File: src/rtl/packet_dispatcher.sv
// packet_dispatcher: routes decoded HDMI data island packets by HB0 into an audio FIFO, ACR capture and InfoFrame capture.
// Optional macro SAMPLE_FLAT_MUTE_EN: pushed samples with their sample_flat bit set are written as silence.
module packet_dispatcher #(
    parameter int AUDIO_BIT_WIDTH = 16,
    parameter int AUDIO_FIFO_DEPTH = 8
) (
    input  logic                            clk_pixel,
    input  logic                            reset,
    input  logic                            packet_valid,
    input  logic                            packet_error,
    input  logic [23:0]                     header,
    input  logic [3:0][55:0]                sub,
    input  logic                            video_field_end,
    output logic                            audio_valid,
    input  logic                            audio_ready,
    output logic [1:0][AUDIO_BIT_WIDTH-1:0] audio_sample_word,
    output logic                            audio_block_start,
    output logic                            audio_overflow,
    output logic                            acr_valid,
    output logic [19:0]                     acr_n,
    output logic [19:0]                     acr_cts,
    output logic [6:0]                      avi_vic,
    output logic [2:0]                      audio_if_cc,
    output logic                            avi_timeout,
    output logic [7:0]                      drop_count
);
    localparam logic [1:0] IDLE = 2'd0, UNPACK = 2'd1, CHECKSUM = 2'd2, COMMIT = 2'd3;
    localparam int AW = $clog2(AUDIO_FIFO_DEPTH);
    localparam int EW = 2 * AUDIO_BIT_WIDTH + 1;
    logic [1:0] state_q, state_d, slot, fc_q, fc_d;
    logic [4:0] idx_q;
    logic [7:0] sum_q, drop_q, drop_d, hb0;
    logic [8:0] drop_sum;
    logic [23:0] hdr_q;
    logic [3:0][55:0] sub_q;
    logic [31:0][7:0] bytes_w;
    logic [EW-1:0] mem_q [AUDIO_FIFO_DEPTH];
    logic [EW-1:0] entry, head;
    logic [AW:0] wp_q, rp_q;
    logic is_if, take, drop_in, bad_sum, good_avi, push, pop, full, acc;
    logic ovf_q, acr_valid_q;
    logic [19:0] acr_n_q, acr_cts_q;
    logic [6:0] vic_q;
    logic [2:0] cc_q;
    // Checksum byte stream: HB0..HB2 followed by PB0..PB27 in subpacket order.
    always_comb begin
        bytes_w = '0;
        bytes_w[2:0] = hdr_q;
        for (int k = 0; k < 4; k++)
            for (int b = 0; b < 7; b++)
                bytes_w[3 + 7 * k + b] = sub_q[k][8 * b +: 8];
        slot = idx_q[1:0];
        hb0 = header[7:0];
        is_if = hb0 == 8'h82 || hb0 == 8'h84;
        take = packet_valid && state_q == IDLE && !packet_error && !(is_if && header[20:16] > 5'd27);
        drop_in = packet_valid && !take;
        bad_sum = state_q == COMMIT && sum_q != 8'd0;
        good_avi = state_q == COMMIT && sum_q == 8'd0 && hdr_q[7:0] == 8'h82;
        drop_sum = {1'b0, drop_q} + {8'd0, drop_in} + {8'd0, bad_sum};
        drop_d = drop_sum[8] ? 8'hff : drop_sum[7:0];
        fc_d = good_avi ? 2'd0 : (video_field_end && fc_q != 2'd2) ? fc_q + 2'd1 : fc_q;
        state_d = state_q == IDLE ? (take && hb0 == 8'h02 ? UNPACK : take && is_if ? CHECKSUM : IDLE)
                : state_q == UNPACK ? (slot == 2'd3 ? IDLE : UNPACK)
                : state_q == CHECKSUM ? (idx_q == hdr_q[20:16] + 5'd3 ? COMMIT : CHECKSUM)
                : IDLE;
        full = (wp_q ^ rp_q) == {1'b1, {AW{1'b0}}};
        pop = audio_valid && audio_ready;
        push = state_q == UNPACK && hdr_q[{3'b010, slot}];
        acc = push && (!full || pop);
        entry = {hdr_q[{3'b101, slot}], sub_q[slot][47 -: AUDIO_BIT_WIDTH], sub_q[slot][23 -: AUDIO_BIT_WIDTH]};
`ifdef SAMPLE_FLAT_MUTE_EN
        if (hdr_q[{3'b100, slot}]) entry[EW-2:0] = '0;
`else
`endif
        head = mem_q[rp_q[AW-1:0]];
    end
    always_ff @(posedge clk_pixel) begin
        if (reset) begin
            state_q <= IDLE;
            idx_q <= '0;
            sum_q <= '0;
            hdr_q <= '0;
            sub_q <= '0;
            wp_q <= '0;
            rp_q <= '0;
            ovf_q <= 1'b0;
            acr_valid_q <= 1'b0;
            acr_n_q <= '0;
            acr_cts_q <= '0;
            vic_q <= '0;
            cc_q <= '0;
            fc_q <= '0;
            drop_q <= '0;
        end else begin
            state_q <= state_d;
            drop_q <= drop_d;
            fc_q <= fc_d;
            acr_valid_q <= take && hb0 == 8'h01;
            if (take && hb0 == 8'h01) begin
                acr_cts_q <= {sub[0][11:8], sub[0][23:16], sub[0][31:24]};
                acr_n_q <= {sub[0][35:32], sub[0][47:40], sub[0][55:48]};
            end
            if (state_q == IDLE) begin
                idx_q <= '0;
                sum_q <= '0;
                if (take) begin
                    hdr_q <= header;
                    sub_q <= sub;
                end
            end else if (state_q != COMMIT) begin
                idx_q <= idx_q + 5'd1;
                sum_q <= sum_q + bytes_w[idx_q];
            end
            if (state_q == COMMIT && sum_q == 8'd0) begin
                if (hdr_q[7:0] == 8'h82) vic_q <= bytes_w[7][6:0];
                else cc_q <= bytes_w[4][2:0];
            end
            if (acc) wp_q <= wp_q + 1'b1;
            if (push && !acc) ovf_q <= 1'b1;
            if (pop) rp_q <= rp_q + 1'b1;
        end
    end
    always_ff @(posedge clk_pixel) begin
        if (acc) mem_q[wp_q[AW-1:0]] <= entry;
    end
    assign audio_valid = wp_q != rp_q;
    assign audio_sample_word = audio_valid ? head[EW-2:0] : '0;
    assign audio_block_start = audio_valid && head[EW-1];
    assign audio_overflow = ovf_q;
    assign acr_valid = acr_valid_q;
    assign acr_n = acr_n_q;
    assign acr_cts = acr_cts_q;
    assign avi_vic = vic_q;
    assign audio_if_cc = cc_q;
    assign avi_timeout = fc_q == 2'd2;
    assign drop_count = drop_q;
endmodule

File: config.mk
export PLATFORM = sky130hd
export DESIGN_NAME = packet_dispatcher
export DESIGN_NICKNAME = d
export VERILOG_FILES = /design/src/rtl/packet_dispatcher.sv
export SDC_FILE = /design/constraint.sdc
export NUM_CORES = 1
export LEC_CHECK = 0
export CAP_MARGIN = 25
export CELL_PAD_IN_SITES_DETAIL_PLACEMENT = 1
export CELL_PAD_IN_SITES_GLOBAL_PLACEMENT = 1
export CORE_MARGIN = 10
export CORE_UTILIZATION = 47
export CTS_CLUSTER_DIAMETER = 30
export DETAILED_ROUTE_END_ITERATION = 8
export GPL_ROUTABILITY_DRIVEN = 0
export PLACE_DENSITY = 0.83
export SLEW_MARGIN = 10
export SYNTH_ARGS = -nofsm -noshare
export SYNTH_HDL_FRONTEND = slang
export SYNTH_SLANG_ARGS = --single-unit
File: constraint.sdc
create_clock -name clk_pixel -period 14.5 [get_ports clk_pixel]
set_input_delay 4.35 -clock clk_pixel [delete_from_list [all_inputs] [get_ports clk_pixel]]
set_output_delay 4.35 -clock clk_pixel [all_outputs]
set_load 0.005 [all_outputs]
# Yosys cells after proc, flatten, opt, wreduce, memory -nomap -nowiden

Memories as Yosys holds them, arrays and structs flattened. A register that Yosys moved wholly into a read port is not among the register bits.
Cells that the tools add are included.

Add/subtract/negate cells: 8
$lt $le $gt $ge: 5
Equality and inequality tests: 15
Muxes and demuxes: 21
Bitwise operators: 2
Reduce and logical (&&, ||, !) cells: 32

Operators by type and width:

| kind                | count |
|---|---|
| $bmux 56 s2         | 1 |
| $mux 48             | 1 |
| $bmux 8 s5          | 1 |
| $mux 32             | 1 |
| $eq 8x8->1 const B  | 3 |
| $logic_and 1x1->1   | 17 |
| $mux 8              | 2 |
| $lt 5x6->1 const B  | 2 |
| $mux 2              | 5 |
| $add 8x1->9         | 1 |
| $add 9x1->9         | 1 |
| $add 4x1->4 const B | 2 |
| $add 8x8->8         | 1 |
| $eq 2x2->1 const B  | 4 |
| $eq 8x1->1 const B  | 1 |
| $eq 8x2->1 const B  | 1 |
| $logic_not 8->1     | 1 |
| $reduce_bool 8->1   | 1 |
| $lt 4x6->1 const B  | 1 |
| $mux 1              | 6 |
| $mux 3              | 2 |
| $reduce_and 2->1    | 3 |
| $add 5x1->5 const B | 1 |
| $add 5x2->5 const B | 1 |
| 15 further kinds    | 23 |

Flip-flop bits (word level): 333
RAM bits: 264
Input port bits: 254
Output and inout port bits: 95
Logic and storage cells: 102
Memories: 1

Memories:

| name  | words | bits a word | rd ports | clocked after Yosys merged registers in | wr ports | RTL line | text |
|---|---|---|---|---|---|---|---|
| mem_q | 8     | 33          | 1        | 1                                       | 1        | 37       | `logic [EW-1:0] mem_q [AUDIO_FIFO_DEPTH];` |

# Logic depth before layout (Yosys ltp)

Gate-level depths: netlist of run 1.

Word-level depth: 10
Mapped depth: 16
Depth with buffers taken out: 14

# Worst setup path after synthesis of run 1

OpenSTA, ideal clock, no wires.

Path type: input port to flip-flop
Start: in audio_ready
End: mem mem_q[4][0] (netlist name) (enable)
Arrival time: 7142 ps
Data required time: 14029 ps
Slack: 6886 ps
Stages: 3
Buffers on the path: 0
Cells stage by stage: o31a_2 -> nand2b_1 -> nor3b_1

Word-level cells in the longest chain between the ends: 5

RTL lines:

| item                         | RTL line | text |
|---|---|---|
| start: declaration           | 15       | `input logic audio_ready,` |
| $logic_and 1x1->1            | 67       | `pop = audio_valid && audio_ready;` |
| $logic_or 1x1->1             | 69       | `acc = push && (!full \|\| pop);` |
| $logic_and 1x1->1            | 69       |  |
| $mux 1                       | 124      | `if (acc) mem_q[wp_q[AW-1:0]] <= entry;` |
| $mux 1 (not written as such) | 124      |  |
| end: declaration             | 37       |  |

Every way passes these cells.

# Worst setup path in the final report of run 1

Start: in header[1]
End: reg sub_q, in the netlist bytes_w[244]

Word-level cells in the longest chain between the ends: 6

RTL lines:

| item                                  | RTL line | text |
|---|---|---|
| start: declaration                    | 11       | `input logic [23:0] header,` |
| $eq 8x8->1                            | 54       | `is_if = hb0 == 8'h82 \|\| hb0 == 8'h84;` |
| $logic_or 1x1->1 (*)                  | 54       |  |
| $logic_and 1x1->1 (*)                 | 55       | `take = packet_valid && state_q == IDLE && !packet_error && !(is_if && header[20:16] > 5'd27);` |
| $logic_not 1->1 (*)                   | 55       |  |
| $logic_and 1x1->1 (*)                 | 55       |  |
| $reduce_and 2->1 (no source line) (*) | --       |  |
| end signal: assignment                | 108      | `sub_q <= sub;` |
| end: declaration                      | 35       | `logic [3:0][55:0] sub_q;` |

Mark *: on every way between the ends. The rest lies on a longest branch, timed or not.
A chain may end at the register's enable or synchronous reset.

==> summary.txt, run 1 <==
Normalized max-slew margin: 31.6%
Clock Path Buffers: 3
Initial antenna violation count: 4
Slew Viols, Final: 0
Post-synth EDFFs: 264
Hold_buf cts: 0
Pwr dens: 146 nW/um^2
Clk_skew: 0.0396 ns
CTS H-tree depth: 3
Worst Setup Path Type: input pin to register
Max Cap Viol: 0
Antenna Violating Nets Remaining: 0
Leakage: 11.0 nW
Vias in the first global route: 20600
Avg Cell Area, Syn: 12.0 sq um
Worst Tran Pin Value: 1.03 ns
Chip Width: 251 microns
Setup TNS: 0 ns
WL final: 92100 microns
First-pass DRT Iterations: 5
Nets@finish: 2686
Hpwl dp: 59900 microns
Syn nets: 2357
Unrepaired setup endpoints after global routing: no
Cts repair resizes: 0
Top FF cell, synth: dfxtp_1
Clock sinks: 600
Initial DRC count: 2050
CP Data Required Time: 15.08 ns
Sequential fraction of the synthesis area: 58.4%
DR DRC count: 0
# IOs: 349
GRT Total Usage: 28.5%
Syn. warnings: 0
Gate Count Post-Synth: 2089
Core Area: 52800 sq um
Final Hold Viols: 0
Pwr Total: 4.80 mW
Clock transition at path regs: 0.05 ns
Status: finished, final reports clean
Fillers: 5185
Cell variety after synth: 52
DIE AREA: 63000 sq um
Largest net degree at the start of global routing: 229
Via count: 19100
CTS tree: yes
Max VDD drop: 101 uV
Fraction of layout cells with a size suffix above 1: 16.4%
Area Growth Syn to Fin: 31.4%
Critical Path Source Type: input pin
Grt ovf: 0
Die Ht: 251 microns
Root buf cell: clkbuf_16
WP data arrival: 8.59 ns
Clk Latency, worst-skew pair: 0.68 ns
Post-Syn Area: 25100 sq um
Share of synthesized registers carrying an async set or reset: 0%
Postcts setup bufs: 0
IO buf count: 348
Crit end category: register
Routed wire per std cell: 28.7 microns
Post-layout min period: 8.01 ns
Row count: 84
Final instance area: 33000 sq um
DP Area: 29000 sq um
Hold WC Path Type: register to register
Final setup viols: 0
Synth Register Bits: 600
Final core utilization: 62.5%
Vias per inst: 5.95
Maximum fanout along the worst path: 92
Initial core utilization: 47.6%
First-pass GRT wire length: 135000 microns
Final worst path period share: 55.2%
Inserted Clock Buffers: 109
F_max: 0.125 GHz
## critical path, stage by stage
cell	delay, ns
clkdlybuf4s50_1	0.55
xnor2_1	0.12
nor4b_2	0.46
a31o_4	0.74
buf_4	0.89
buf_4	0.88
nand2_1	0.17
a21oi_1	0.23
## cell families (layout without fill, tap and decap cells)
kind of cell | Yosys count | count (layout) | synth area share [%]
and+or+nand+nor | 698 | 698 | 11.1
DFF | 600 | 600 | 58.4
AOI/OAI and AO/OA | 310 | 310 | 6.43
muxes | 275 | 275 | 19.3
buffers and inverters | 161 | 586 | 2.97
xor gates and xnor gates | 31 | 31 | 1.08
adders and majority gates | 14 | 14 | 0.758
other | 0 | 4 | 0
## sequential cells by signal, indices dropped and copies added (netlist names), named ones only
name and count:
acr_valid 1, mem_q 264, wp_q 4, avi_vic 7, idx_q 5, audio_if_cc 3
audio_overflow 1, bytes_w 224, acr_n 20, rp_q 4, hdr_q 24, drop_count 8
sum_q 8, state_q 2, fc_q 2, acr_cts 20
## through the flow
step | setup slack, ns | std cells | hold slack (ns)
2_1_floorplan | 6.89 | 2089 | 0.432
6_report | 6.49 | 3206 | 0.457
3_3_place_gp | 6.25 | 2994 | 0.441
3_5_place_dp | 5.97 | 2994 | 0.452
5_1_grt | 6.17 | 3203 | 0.473
4_1_cts | 6.35 | 3201 | 0.456
## final timing paths
check	endpoint	slack, ns	cells after the start	start
max	bytes_w[244]	6.49	8	header[1]
min	bytes_w[131]	0.46	2	bytes_w[131]
max reg2reg	sum_q[7]	9.32	11	idx_q[0]
min reg2reg	bytes_w[131]	0.46	2	bytes_w[131]
## routing by layer
metal / part of all wire (%) / global-route usage [%] / vias up
met5: 0.022 / 0 / -
met4: 5.3 / 16.0 / 2
met3: 7.8 / 5.52 / 217
met2: 50 / 48.4 / 928
met1: 37 / 33.6 / 9719
li1: - / - / 8207
## cell usage in the layout (no fill, tap or decap), drive strengths merged, types with 30 or more instances in the layout
master | netlist | layout
clkinv | 0 | 30
nor2 | 111 | 111
mux2i | 102 | 102
nand2 | 533 | 533
dfxtp | 336 | 336
clkdlybuf4s50 | 0 | 347
clkbuf | 78 | 126
edfxtp | 264 | 264
a21oi | 270 | 270
mux4 | 166 | 166
## power by group
| part | total [mW] | switching [mW] | internal, mW |
|---|---|---|---|
| registers | 1.84 | 0.0399 | 1.80 |
| logic | 0.228 | 0.119 | 0.108 |
| clock network | 2.74 | 0.968 | 1.77 |
| total | 4.80 | 1.13 | 3.68 |
## cell usage after synthesis, drive strengths merged (2+ instances only)
cell	count	area [sq um]
a211oi	2	15.0
a21o	5	37.5
a21oi	270	1350
a31oi	3	25.0
and3	2	12.5
and4	2	17.5
buf	75	422
clkbuf	78	293
dfxtp	336	6730
edfxtp	264	7930
fa	2	40.0
ha	12	150
inv	8	30.0
mux2	7	78.8
mux2i	102	1020
mux4	166	3740
nand2	533	2000
nand3	7	35.0
nand3b	2	15.0
nand4	7	43.8
nor2	111	417
nor2b	6	37.5
nor3	10	55.1
nor3b	4	30.0
nor4	2	12.5
nor4b	4	41.3
o2111ai	2	17.5
o21ai	20	100
or3	2	12.5
xnor2	20	175
xor2	11	96.3
## final cells by class
cell class | count | area (sq um) | share of cell area [%]
inverters | 8 | 30.0 | 0.0911
clock buffers | 126 | 2930 | 8.87
clock inverters | 81 | 1040 | 3.16
well taps | 688 | 861 | 2.61
flip-flops and latches | 600 | 14700 | 44.5
repair buffers | 371 | 3690 | 11.2
diodes | 4 | 10.0 | 0.0304
multi-input cells | 1328 | 9750 | 29.6
No activity file was read; power rests on OpenSTA's default activity.
==> inputs of run 2 (changes only) <==
--- a/config.mk
+++ b/config.mk
@@ -9,11 +9,11 @@
 export CELL_PAD_IN_SITES_DETAIL_PLACEMENT = 1
 export CELL_PAD_IN_SITES_GLOBAL_PLACEMENT = 1
 export CORE_MARGIN = 10
-export CORE_UTILIZATION = 47
+export CORE_UTILIZATION = 40
 export CTS_CLUSTER_DIAMETER = 30
 export DETAILED_ROUTE_END_ITERATION = 8
 export GPL_ROUTABILITY_DRIVEN = 0
-export PLACE_DENSITY = 0.83
+export PLACE_DENSITY = 0.75
 export SLEW_MARGIN = 10
 export SYNTH_ARGS = -nofsm -noshare
 export SYNTH_HDL_FRONTEND = slang
==> constraint.sdc (replaced) <==
create_clock -name clk_pixel -period 6.6 [get_ports clk_pixel]
set_input_delay 1.98 -clock clk_pixel [delete_from_list [all_inputs] [get_ports clk_pixel]]
set_output_delay 1.98 -clock clk_pixel [all_outputs]
set_load 0.005 [all_outputs]
==> run 2 against run 1 <==
Against the previous run:
- final cell count grew 5.5%
- clock skew grew 0.0033 ns
- worst setup slack lost 5.1 ns
- via count shrank 3.0%
- critical path type is now register to output pin
- highest routed layer unchanged
- utilization shrank 8.3 points
- largest cell class unchanged
- die area grew 16%
- hold slack lost 0.0037 ns
- sequential power grew 120%
- flip-flop and latch count is the same
- routed wire length shrank 4.5%
- final area grew 1.9%
- total power grew 130%
==> summary.txt, run 2 (synthesis results as in run 1) <==
Core Area: 61900 sq um
Crit path max-delay family: buffers and inverters
Commonest non-fill, non-tap cell in the layout: nand2_1
Commonest cells after routing, fill and taps aside: 533 x nand2_1, 347 x clkdlybuf4s50_1, 331 x dfxtp_1, 270 x a21oi_1, 264 x edfxtp_1
Max VDD drop: 233 uV
GRT Total Usage: 23.5%
Slew Viols, Final: 0
Nets@finish: 2704
Area Growth Syn to Fin: 33.9%
IO buf count: 348
Antenna Violating Nets Remaining: 0
F_max: 0.190 GHz
Fillers: 6354
Leakage: 11.3 nW
Vias in the first global route: 19800
Inserted Clock Buffers: 120
Worst hold slack: 0.453 ns
CP Data Required Time: 4.62 ns
Clk_skew: 0.0430 ns
Max Cap Viol: 0
WP data arrival: 3.27 ns
Fraction of layout cells with a size suffix above 1: 17.3%
# IOs: 349
Hpwl dp: 61300 microns
Largest net degree at the start of global routing: 248
Postcts setup bufs: 0
Clock transition at path regs: 0.05 ns
Pwr dens: 324 nW/um^2
CTS H-tree depth: 3
Clock sinks: 600
Worst Path Buf+Inv: 2
Grt ovf: 0
Max reg flops: 264
Post-layout min period: 5.25 ns
Chip Width: 270 microns
Root buf cell: clkbuf_16
Setup TNS: 0 ns
Unrepaired setup endpoints after global routing: no
Initial core utilization: 40.5%
DIE AREA: 73100 sq um
Clk Latency, worst-skew pair: 0.67 ns
Worst path max stage delay: 0.68 ns
DR DRC count: 0
Cts repair resizes: 0
Vias per inst: 5.47
Via count: 18500
Worst Tran Pin Value: 1.13 ns
Slowest-stage cell, CP: buf_4
Hold path cells: 2
First-pass DRT Iterations: 6
Hold_buf cts: 0
Instance count on the critical path: 5
Hold WC Path Type: register to register
Worst Setup Path Type: register to output pin
Final setup viols: 0
Normalized max-slew margin: 24.6%
WL final: 88000 microns
Row count: 91
Die Ht: 270 microns
Initial DRC count: 1638
Final worst path period share: 79.6%
Routed wire per std cell: 26.0 microns
Status: finished, final reports clean
Crit path cell chain: buf_4, mux4_2, mux2i_1, nor2_1, clkdlybuf4s50_1
Critical Path Source Type: register
Final Hold Viols: 0
FF+latch area: 14700 sq um
Multi-input gate area: 9750 sq um
First-pass GRT wire length: 129000 microns
Clock Path Buffers: 3
Maximum fanout along the worst path: 48
CTS tree: yes
Crit end category: output pin
Initial antenna violation count: 4
FF-to-FF path depth: 13
-- run 2: cell types whose count changed in the layout (fill, tap and decap cells not counted), moves of 2 or more --
cell        previous run  this run
clkbuf_1               7        11
clkinvlp_4            13        15
clkinv_1               3         1
clkbuf_16            112       128
clkinv_4               8        15
clkbuf_8               7        14
inv_6                 18         9
diode_2                4         2
bufinv_16             17        14
buf_4                 21        28
-- run 2: stage by stage --
step,instance area (sq um),utilization [%],std cells,total power [mW],setup slack [ns]
after CTS,33600,54.2,3379,10.9,1.29
after floorplan,25100,-,2089,4.28,1.36
after global routing,33600,54.2,3381,11.2,1.14
after detailed placement,29200,47.2,3151,4.59,1.39
final,33600,54.2,3381,10.9,1.35
after global placement,29200,47.2,3151,4.57,1.65
-- run 2: power by group --
group | internal (mW) | switching, mW
Combinational | 0.238 | 0.253
Clock | 4.24 | 2.10
Sequential | 3.95 | 0.0858
-- run 2: path summary, 6_finish.rpt --
check / from / slack, ns / end
worst min-delay path: bytes_w[129] / 0.45 / bytes_w[129]
worst min register to register: bytes_w[129] / 0.45 / bytes_w[129]
worst max-delay path: register / 1.35 / audio_sample_word[7]
worst max register to register: idx_q[0] / 2.04 / sum_q[7]
-- run 2: final cells by class --
cell class,count,area share (%)
clock inverters,75,2.73
flip-flops and latches,600,43.7
inverters,8,0.0894
multi-input cells,1328,29.0
repair buffers,378,11.1
well taps,837,3.12
diodes,2,0.0149
clock buffers,153,10.2
-- run 2: per-layer routing --
metal | global-route usage, % | share of wire, %
met2 | 39.9 | 50
met1 | 28.2 | 39
met4 | 9.64 | 3.9
met5 | 0 | 0.023
met3 | 5.64 | 7.2
-- run 2: worst min-delay path: stages (launching register included) --
cell and delay, ns:
dfxtp_1 0.30, nand2_1 0.05, a21oi_1 0.05
==> inputs of run 3 (changes only) <==
==> constraint.sdc (replaced) <==
create_clock -name clk_pixel -period 4.25 [get_ports clk_pixel]
set_input_delay 1.275 -clock clk_pixel [delete_from_list [all_inputs] [get_ports clk_pixel]]
set_output_delay 1.275 -clock clk_pixel [all_outputs]
set_load 0.005 [all_outputs]
==> run 3 against run 2 <==
Against the previous run:
- register-to-register slack got worse by 1.8 ns
- total power up 52%
- first-iteration DRC count increased by 1.0%
- count of clock-buffer cells in the layout shrank 18
- hold slack about the same
- utilization is 0.22 points higher
- routed wire length is 1.6% higher
- clock skew increased by 0.033 ns
- non-clock buffer count grew 28
- die area unchanged
- worst setup slack got worse by 1.2 ns
- clock power grew 49%
- largest cell class unchanged
- highest routed layer is now met4
==> summary.txt, run 3 (synthesis results as in run 1) <==
Vias in the first global route: 20100
Vias per inst: 5.50
F_max: 0.242 GHz
Fillers: 6349
Crit path max-delay family: buffers and inverters
Worst Tran Pin Value: 1.19 ns
Clk_skew: 0.0758 ns
Area Growth Syn to Fin: 34.4%
CP Data Required Time: 2.97 ns
Post-layout min period: 4.13 ns
Final setup viols: 0
Worst R2R Start: idx_q[0]
Chip Width: 270 microns
Unrepaired setup endpoints after global routing: no
Hold_buf cts: 0
Clock power share: 57.3%
Worst Setup Path Type: register to output pin
WP data arrival: 2.85 ns
Power Internal: 12.6 mW
Antenna Violating Nets Remaining: 0
Clock Path Buffers: 3
Pwr Total: 16.5 mW
Maximum fanout along the worst path: 46
Hpwl dp: 62900 microns
WL final: 89400 microns
Worst Path Buf+Inv: 2
Normalized max-slew margin: 20.5%
Max Cap Viol: 0
Switching part of the total power: 23.7%
Worst reg2reg path endpoint: sum_q[7]
Commonest cells after routing, fill and taps aside: 533 x nand2_1, 347 x clkdlybuf4s50_1, 331 x dfxtp_1, 270 x a21oi_1, 264 x edfxtp_1
GRT Total Usage: 23.9%
Routed wire per std cell: 26.2 microns
Pwr dens: 489 nW/um^2
Commonest non-fill, non-tap cell in the layout: nand2_1
Leakage: 11.3 nW
Core Area: 61900 sq um
Endpoint, Worst Hold: bytes_w[49]
CTS H-tree depth: 3
Initial antenna violation count: 3
Slew Viols, Final: 0
FF-to-FF path depth: 13
Clock transition at path regs: 0.06 ns
Hold path cells: 2
Max reg flops: 264
Initial core utilization: 40.5%
Multi-input gate area: 9750 sq um
Setup TNS: 0 ns
DR DRC count: 0
DIE AREA: 73100 sq um
Sw Pwr: 3.91 mW
Worst path max stage delay: 0.55 ns
Slowest-stage cell, CP: buf_4
Die Ht: 270 microns
R2R Setup Slk: 0.27 ns
Crit path cell chain: buf_4, mux4_2, mux2i_1, nor2_1, clkdlybuf4s50_1
Final worst path period share: 97.1%
Critical Path Source Type: register
Crit end category: output pin
# IOs: 349
IO buf count: 348
Hold WC Path Type: register to register
Root buf cell: clkbuf_16
FF+latch area: 14700 sq um
Final Hold Viols: 0
Via count: 18800
CTS tree: yes
Row count: 91
Initial DRC count: 1655
Min-delay src: bytes_w[49]
First-pass GRT wire length: 132000 microns
Clk Latency, worst-skew pair: 0.71 ns
Grt ovf: 0
Comb pwr share: 4.6%
Status: finished, final reports clean
Clock sinks: 600
Inserted Clock Buffers: 119
Max VDD drop: 380 uV
Fraction of layout cells with a size suffix above 1: 18.1%
Sequential Power Share: 38.0%
Nets@finish: 2731
Largest net degree at the start of global routing: 248
First-pass DRT Iterations: 7
-- run 3: changes by cell type in the layout (fill, tap and decap cells not counted), moves of 2 or more --
cell	change
clkbuf_8	-8
clkbuf_16	-8
clkinv_2	+4
bufinv_16	-2
clkbuf_1	-2
inv_6	+7
buf_12	+11
clkinv_4	+3
clkinvlp_4	+3
buf_4	+17
-- run 3: routing by layer --
layer | global-route usage (%) | part of all wire (%)
met5 | 0 | 0
met4 | 11.4 | 4.1
met3 | 5.64 | 7.9
met2 | 40.2 | 50
met1 | 28.5 | 38
-- run 3: stage by stage --
stage               hold WS, ns  area, sq um  utilization [%]  setup slack [ns]  instances
finish                    0.454        33700             54.5             0.123       3408
global route              0.481        33700             54.4            0.0140       3407
CTS                       0.455        33700             54.4            0.0541       3405
detailed placement        0.448        29600             47.7             0.102       3175
global placement          0.442        29600             47.7             0.195       3175
floorplan                 0.432        25100                -            -0.289       2089
-- run 3: repair_timing --
| action | in CTS | in global routing |
|---|---|---|
| endpoints found under the setup margin | 3 | 0 |
| setup buffers | 4 | 0 |
| resized for setup | 0 | 0 |
-- run 3: how the worst max path moves through the flow --
stage                           start                    end  slack (ns)  cells after the start
after floorplan           audio_ready            mem_q[4][0]       -0.29                      3
after global placement      header[1]          drop_count[6]        0.20                     13
after detailed placement    header[1]          drop_count[1]        0.10                     11
after CTS                    register  audio_sample_word[26]        0.05                      5
after global routing         register   audio_sample_word[4]        0.01                      5
final                        register   audio_sample_word[4]        0.12                      5
-- run 3: tightest hold or removal path: stages, from the launching register on --
cell and delay (ns):
dfxtp_1 0.30, nand2_1 0.05, a21oi_1 0.05
-- run 3: final cells by class --
cell class | count | share of cell area [%]
sequential | 600 | 43.5
multi-input combinational | 1328 | 28.9
timing repair buffer | 406 | 12.1
clock buffer | 135 | 9.25
tap | 837 | 3.11
clock inverter | 91 | 3.01
inverter | 8 | 0.0890
antenna | 3 | 0.0223
-- run 3: power by group through the flow --
stage | Sequential (mW) | Combinational [mW] | Clock (mW)
after floorplan | 6.30 | 0.349 | 0
after global placement | 6.38 | 0.732 | 0
after detailed placement | 6.38 | 0.754 | 0
after CTS | 6.27 | 0.764 | 9.55
after global routing | 6.27 | 0.826 | 9.89
final | 6.27 | 0.766 | 9.46
